### src/rtl/imem_loader_if.sv
// Bundle of the loader's control, upstream FIFO and instruction-memory
// write signals. The loader itself connects through the slave modport;
// whatever drives the loader (a system top or a bench) uses master.
interface imem_loader_if #(
  parameter int DATA_WIDTH = 32,
  parameter int BYTE_WIDTH = 8
);
  logic                  start;
  logic [6:0]            len;
  logic                  fifo_empty;
  logic [DATA_WIDTH-1:0] fifo_rdata;
  logic                  fifo_rd_en;
  logic [DATA_WIDTH-1:0] data_in;
  logic [BYTE_WIDTH-1:0] dir;
  logic                  we;
  logic                  busy;
  logic                  done;
  logic                  cpu_hold;

  modport slave (
    input  start, len, fifo_empty, fifo_rdata,
    output fifo_rd_en, data_in, dir, we, busy, done, cpu_hold
  );

  modport master (
    output start, len, fifo_empty, fifo_rdata,
    input  fifo_rd_en, data_in, dir, we, busy, done, cpu_hold
  );
endinterface

### src/rtl/imem_loader.sv
// Instruction-memory loader: after a start request it pops len words from
// an upstream FIFO and writes them to consecutive word addresses of the
// instruction memory, holding the processor stalled while it works.
// Each word costs three cycles (pop request, data capture, write), and a
// load larger than the memory is clipped to its word capacity.
module imem_loader #(
  parameter int DATA_WIDTH = 32,
  parameter int BYTE_WIDTH = 8,
  parameter int MEM_DEPTH  = 256
) (
  input  logic          clk,
  input  logic          rst_n,
  imem_loader_if.slave  bus
);

  localparam logic [6:0] MAX_WORDS = 7'(MEM_DEPTH / 4);

  typedef enum logic [2:0] {
    IDLE,
    REQ,
    WAIT,
    WRITE,
    DONE
  } state_t;

  state_t                state_q, state_d;
  logic [6:0]            len_q, len_d;
  logic [6:0]            cnt_q, cnt_d;
  logic [BYTE_WIDTH-1:0] addr_q, addr_d;
  logic [BYTE_WIDTH-1:0] dir_q, dir_d;
  logic [DATA_WIDTH-1:0] data_q, data_d;

  // State and datapath registers; reset returns everything to an idle, zeroed loader.
  always_ff @(posedge clk or negedge rst_n) begin
    if (!rst_n) begin
      state_q <= IDLE;
      len_q   <= '0;
      cnt_q   <= '0;
      addr_q  <= '0;
      dir_q   <= '0;
      data_q  <= '0;
    end else begin
      state_q <= state_d;
      len_q   <= len_d;
      cnt_q   <= cnt_d;
      addr_q  <= addr_d;
      dir_q   <= dir_d;
      data_q  <= data_d;
    end
  end

  // Next-state logic; the write address and word are copied into output registers on entry to WRITE so they persist afterwards.
  always_comb begin
    state_d = state_q;
    len_d   = len_q;
    cnt_d   = cnt_q;
    addr_d  = addr_q;
    dir_d   = dir_q;
    data_d  = data_q;
    case (state_q)
      IDLE: begin
        if (bus.start) begin
          if (bus.len == 7'd0) begin
            state_d = DONE;
          end else begin
            state_d = REQ;
            len_d   = (bus.len > MAX_WORDS) ? MAX_WORDS : bus.len;
            cnt_d   = '0;
            addr_d  = '0;
          end
        end
      end
      REQ: begin
        if (!bus.fifo_empty) begin
          state_d = WAIT;
        end
      end
      WAIT: begin
        data_d  = bus.fifo_rdata;
        dir_d   = addr_q;
        state_d = WRITE;
      end
      WRITE: begin
        addr_d = addr_q + BYTE_WIDTH'(4);
        cnt_d  = cnt_q + 7'd1;
        if ((cnt_q + 7'd1) == len_q) begin
          state_d = DONE;
        end else begin
          state_d = REQ;
        end
      end
      DONE: begin
        state_d = IDLE;
      end
      default: begin
        state_d = IDLE;
      end
    endcase
  end

  assign bus.fifo_rd_en = (state_q == REQ) && !bus.fifo_empty;
  assign bus.we         = (state_q == WRITE);
  assign bus.dir        = dir_q;
  assign bus.data_in    = data_q;
  assign bus.busy       = (state_q != IDLE);
  assign bus.cpu_hold   = (state_q != IDLE);
  assign bus.done       = (state_q == DONE);

endmodule

### src/flat_wrapper.sv
// flat-port wrapper written by rule: the top's interface ports become plain ports
module imem_loader_flat 
#(
  parameter int DATA_WIDTH = 32,
  parameter int BYTE_WIDTH = 8,
  parameter int MEM_DEPTH  = 256
)
  (clk, rst_n, bus_start, bus_len, bus_fifo_empty, bus_fifo_rdata, bus_fifo_rd_en, bus_data_in, bus_dir, bus_we, bus_busy, bus_done, bus_cpu_hold);
  imem_loader_if #(.DATA_WIDTH(DATA_WIDTH), .BYTE_WIDTH(BYTE_WIDTH)) bus_i ();
  input  logic clk;
  input  logic rst_n;
  input wire logic [$bits(bus_i.start)-1:0] bus_start;
  input wire logic [$bits(bus_i.len)-1:0] bus_len;
  input wire logic [$bits(bus_i.fifo_empty)-1:0] bus_fifo_empty;
  input wire logic [$bits(bus_i.fifo_rdata)-1:0] bus_fifo_rdata;
  output wire logic [$bits(bus_i.fifo_rd_en)-1:0] bus_fifo_rd_en;
  output wire logic [$bits(bus_i.data_in)-1:0] bus_data_in;
  output wire logic [$bits(bus_i.dir)-1:0] bus_dir;
  output wire logic [$bits(bus_i.we)-1:0] bus_we;
  output wire logic [$bits(bus_i.busy)-1:0] bus_busy;
  output wire logic [$bits(bus_i.done)-1:0] bus_done;
  output wire logic [$bits(bus_i.cpu_hold)-1:0] bus_cpu_hold;
  assign bus_i.start = bus_start;
  assign bus_i.len = bus_len;
  assign bus_i.fifo_empty = bus_fifo_empty;
  assign bus_i.fifo_rdata = bus_fifo_rdata;
  assign bus_fifo_rd_en = bus_i.fifo_rd_en;
  assign bus_data_in = bus_i.data_in;
  assign bus_dir = bus_i.dir;
  assign bus_we = bus_i.we;
  assign bus_busy = bus_i.busy;
  assign bus_done = bus_i.done;
  assign bus_cpu_hold = bus_i.cpu_hold;
  imem_loader #(.DATA_WIDTH(DATA_WIDTH), .BYTE_WIDTH(BYTE_WIDTH), .MEM_DEPTH(MEM_DEPTH)) u_core (.clk(clk), .rst_n(rst_n), .bus(bus_i));
endmodule
### config.mk
export PLATFORM = sky130hd
export DESIGN_NAME = imem_loader_flat
export DESIGN_NICKNAME = d
export VERILOG_FILES = /design/src/rtl/imem_loader_if.sv /design/src/rtl/imem_loader.sv /design/src/flat_wrapper.sv
export SDC_FILE = /design/constraint.sdc
export NUM_CORES = 1
export LEC_CHECK = 0
export BUFFER_PORTS_ARGS = -buffer_cell sky130_fd_sc_hd__buf_2
export CAP_MARGIN = 0
export CELL_PAD_IN_SITES_DETAIL_PLACEMENT = 1
export CELL_PAD_IN_SITES_GLOBAL_PLACEMENT = 1
export CORE_AREA = 2 2 113 71
export CTS_BUF_LIST = sky130_fd_sc_hd__clkbuf_16
export DETAILED_ROUTE_END_ITERATION = 8
export DIE_AREA = 0 0 115 73
export HOLD_SLACK_MARGIN = 0.08
export MAX_ROUTING_LAYER = met4
export PLACE_DENSITY_LB_ADDON = 0.1
export SLEW_MARGIN = 20
export SYNTH_ARGS = -nofsm -noshare
export SYNTH_HDL_FRONTEND = slang
export SYNTH_SLANG_ARGS = --single-unit
### constraint.sdc
create_clock -name clk -period 2.36 [get_ports clk]
set_input_delay 0.708 -clock clk [delete_from_list [all_inputs] [get_ports clk]]
set_output_delay 0.708 -clock clk [all_outputs]
set_load 0.02 [all_outputs]
==> flow_metrics.py <==
metrics = {
    "run_status": {
        "outcome": "finished, final reports clean",
    },
    "sta": {
        "setup_viol": 0,
        "period_share": 0.955,
        "finalCriticalPeriod_ns": 2.25,
        "final_hold_viol_count": 0,
        "fin_skew_ns": 0.00626,
        "rsz0062_at_grt": "false",
        "fin_tns_setup_ns": 0,
        "timing.fmax_mhz": 444,
        "setup_slack_ns": 0.107,
        "drv_slew": 0,
    },
    "final_layout": {
        "layout-drive-gt1-share": 0.484,
        "fill_cells": 835,
        "final_common_cell": "buf_2",
        "final_cells": 408,
        "regArea_um2": 1530,
        "nets": 356,
        "layout_common_cells": "buf_2, dfrtp_1, mux2_2",
        "multi_input_area_um2": 1150,
        "n_antenna_cell": 0,
        "area_delta_synth_final_pct": 27.2,
    },
    "detailed_routing": {
        "dr.pass1.iters": 4,
        "antenna_left": 0,
        "drc": 0,
        "drt_iter0_markers": 73,
        "via_count": 1971,
        "routed_wl_mm": 6.15,
        "wl_per_cell_um": 15.1,
        "via_per_inst": 4.83,
    },
    "setup_path": {
        "r2r_slack_ns": 0.49,
        "cp-start-kind": "flop",
        "critPathMaxStageDelay_ns": 0.51,
        "slowest_stage": "or3b_2",
        "reg2reg_from": "u_core.cnt_q[0]$_DFFE_PN0P_",
        "worstPathCellList": "or3b_2 -> nor2_1 -> buf_2",
        "worstReg2RegEnd": "u_core.state_q[2]$_DFFE_PN0P_",
        "rr_worst_depth": 6,
        "cp_max_fo": 8,
        "required_ns": 1.65,
        "endpoint_kind": "output pin",
        "path_class": "flop to output pin",
        "crit_arrival_ns": 1.54,
    },
    "synth": {
        "yosysWarnings": 0,
        "muxShareOfSynthArea": 0.157,
        "synth-main-ff-cell": "dfrtp_1",
        "yosys.area_share.simple": 0.122,
        "synthAdderAreaFrac": 0.00898,
        "synth_compound_area_frac": 0.0764,
        "synth_top_area_share": 0.548,
        "synth_edf_count": 0,
        "syn_area_per_cell_um2": 12.5,
        "ys_async_sr_fraction": 1.00,
        "synth_top_family_by_area": "multiplexers",
        "ys_ff_latch": 61,
        "synth_area_leader_cell": "dfrtp_1",
        "synth_area_leaders": "dfrtp_1, mux2_2, nand2_1, xor2_1, o21ai_0",
        "seq_area_frac_synth": 0.548,
        "syn_inst": 223,
        "ys_types": 41,
        "syn_area_um2": 2790,
        "synth-xor-area-share": 0.0427,
    },
    "power": {
        "p_seq_frac": 0.369,
        "power_leakage_nw": 1.71,
        "power_density_nw_per_um2": 1350,
        "p_sw_frac": 0.371,
        "clockPowerShare": 0.230,
        "power.total_mw": 4.78,
        "ir_worst_vdd_mv": 0.626,
        "combPwrFrac": 0.401,
        "power_switching_mw": 1.78,
        "intPower_mw": 3.00,
    },
    "job": {
        "maxCapViolations": 0,
    },
    "clock_network": {
        "path_clk_slew_ns": 0.05,
        "numCtsBuffers": 9,
        "htreeDepth": 3,
        "clk_latency_ns": 0.33,
        "cts-root-buf": "clkbuf_16",
        "clkSinkCount": 61,
        "cts_tree": "yes",
        "clockBufferDepth": 2,
    },
    "floorplanning": {
        "fp.dieH_um": 73,
        "fp.dieW_um": 115,
        "die-area_um2": 8400,
        "initial_core_util": 0.371,
        "core_um2": 7510,
        "std_cell_rows": 25,
        "ios": 88,
    },
    "grt": {
        "gr-usage-met2": 0.212,
        "use_met3": 0.0623,
        "antenna_found_initial": 0,
        "grt_max_degree": 62,
        "grt_pass1_vias": 1972,
        "grtUsageMet1": 0.243,
        "grt_pass1_wl_mm": 10.2,
        "grtUsageTotal": 0.168,
        "busiest_layer": "met1",
        "grt_overflow": 0,
    },
    "placed_design": {
        "preCtsSetupSlack_ns": 0.120,
        "io_buffers": 85,
        "gp_congestion": 0.765,
        "dp_cells": 394,
        "dpl.hpwl_mm": 4.40,
    },
    "min_path": {
        "hold_path_class": "primary input to async pin",
    },
}
==> timing repair <==
action,4_1_cts,5_1_grt
endpoints found under the setup margin,0,1
setup buffers,0,0
hold buffers,0,0
gates resized for setup,0,1
endpoints found under the hold margin,0,0
==> kinds of logic (layout without fill, tap and decap cells) <==
logic type / count (synthesis) / count (layout)
multiplexers: 39 / 39
XOR/XNOR: 12 / 12
AND/OR/NAND/NOR: 58 / 58
AO/OA/AOI/OAI: 33 / 33
adder cells (fa/ha/maj): 2 / 2
other: 1 / 2
buffers and inverters: 17 / 107
flip-flops: 61 / 61
==> final cells by class <==
type                       instances  area share
tap                               94      0.0332
inverter                           2     0.00212
clock buffer                       9      0.0636
timing repair buffer              91       0.140
sequential                        61       0.431
multi-input combinational        146       0.325
clock inverter                     5     0.00565
==> power groups by stage <==
stage | registers, mW | logic (mW) | clock network (mW)
CTS | 1.77 | 1.95 | 1.14
finish | 1.76 | 1.92 | 1.10
global placement | 1.75 | 1.91 | 0
floorplan | 2.10 | 0.985 | 0
global route | 1.84 | 2.10 | 1.19
detailed placement | 1.78 | 1.94 | 0
==> synthesized netlist by cell type (2+ instances only) <==
| cell type | count |
|---|---|
| dfrtp_1 | 61 |
| mux2_2 | 38 |
| nand2_1 | 19 |
| o21ai_0 | 11 |
| nor2_1 | 10 |
| o21ai_1 | 9 |
| nand2b_1 | 8 |
| xor2_1 | 8 |
| buf_2 | 6 |
| buf_4 | 5 |
| a31oi_1 | 4 |
| buf_6 | 4 |
| nand4_1 | 4 |
| xnor2_1 | 3 |
| a21oi_1 | 2 |
| and3_1 | 2 |
| and4_1 | 2 |
| ha_1 | 2 |
| nand3_1 | 2 |
| o31ai_1 | 2 |
==> critical path: cells and delay by family (launching register included) <==
family / cells / cell delay (ns)
simple gates: 2 / 0.61
flops: 1 / 0.45
buf+inv: 1 / 0.17
==> metrics by stage <==
| stage | cell area (µm²) | hold WS (ns) | util |
|---|---|---|---|
| floorplan | 2790 | 0.412 | - |
| global placement | 3300 | 0.485 | 0.439 |
| detailed placement | 3300 | 0.488 | 0.439 |
| CTS | 3540 | 0.390 | 0.472 |
| global route | 3540 | 0.398 | 0.472 |
| finish | 3540 | 0.375 | 0.472 |
==> state kept, by name, summed over array words and instances (netlist names) <==
name,count
u_core.bus.data_in,32
u_core.cnt_q,7
u_core.len_q,7
u_core.addr_q,6
u_core.bus.dir,6
u_core.state_q,3
==> worst max path at each step <==
stage,startpoint,to
after global routing,u_core.state_q[1]$_DFFE_PN0P_,bus_fifo_rd_en
after floorplan,bus_fifo_empty,bus_fifo_rd_en
after CTS,u_core.state_q[1]$_DFFE_PN0P_,bus_fifo_rd_en
after detailed placement,bus_fifo_empty,bus_fifo_rd_en
after global placement,bus_fifo_empty,bus_fifo_rd_en
final,u_core.state_q[1]$_DFFE_PN0P_,bus_fifo_rd_en
==> per-layer routing <==
layer / share of wire / wire (µm)
met3: 0.060 / 367
met2: 0.39 / 2410
met5: 0 / 0
met1: 0.54 / 3300
met4: 0.012 / 72
No activity file was read; power rests on OpenSTA's default activity.
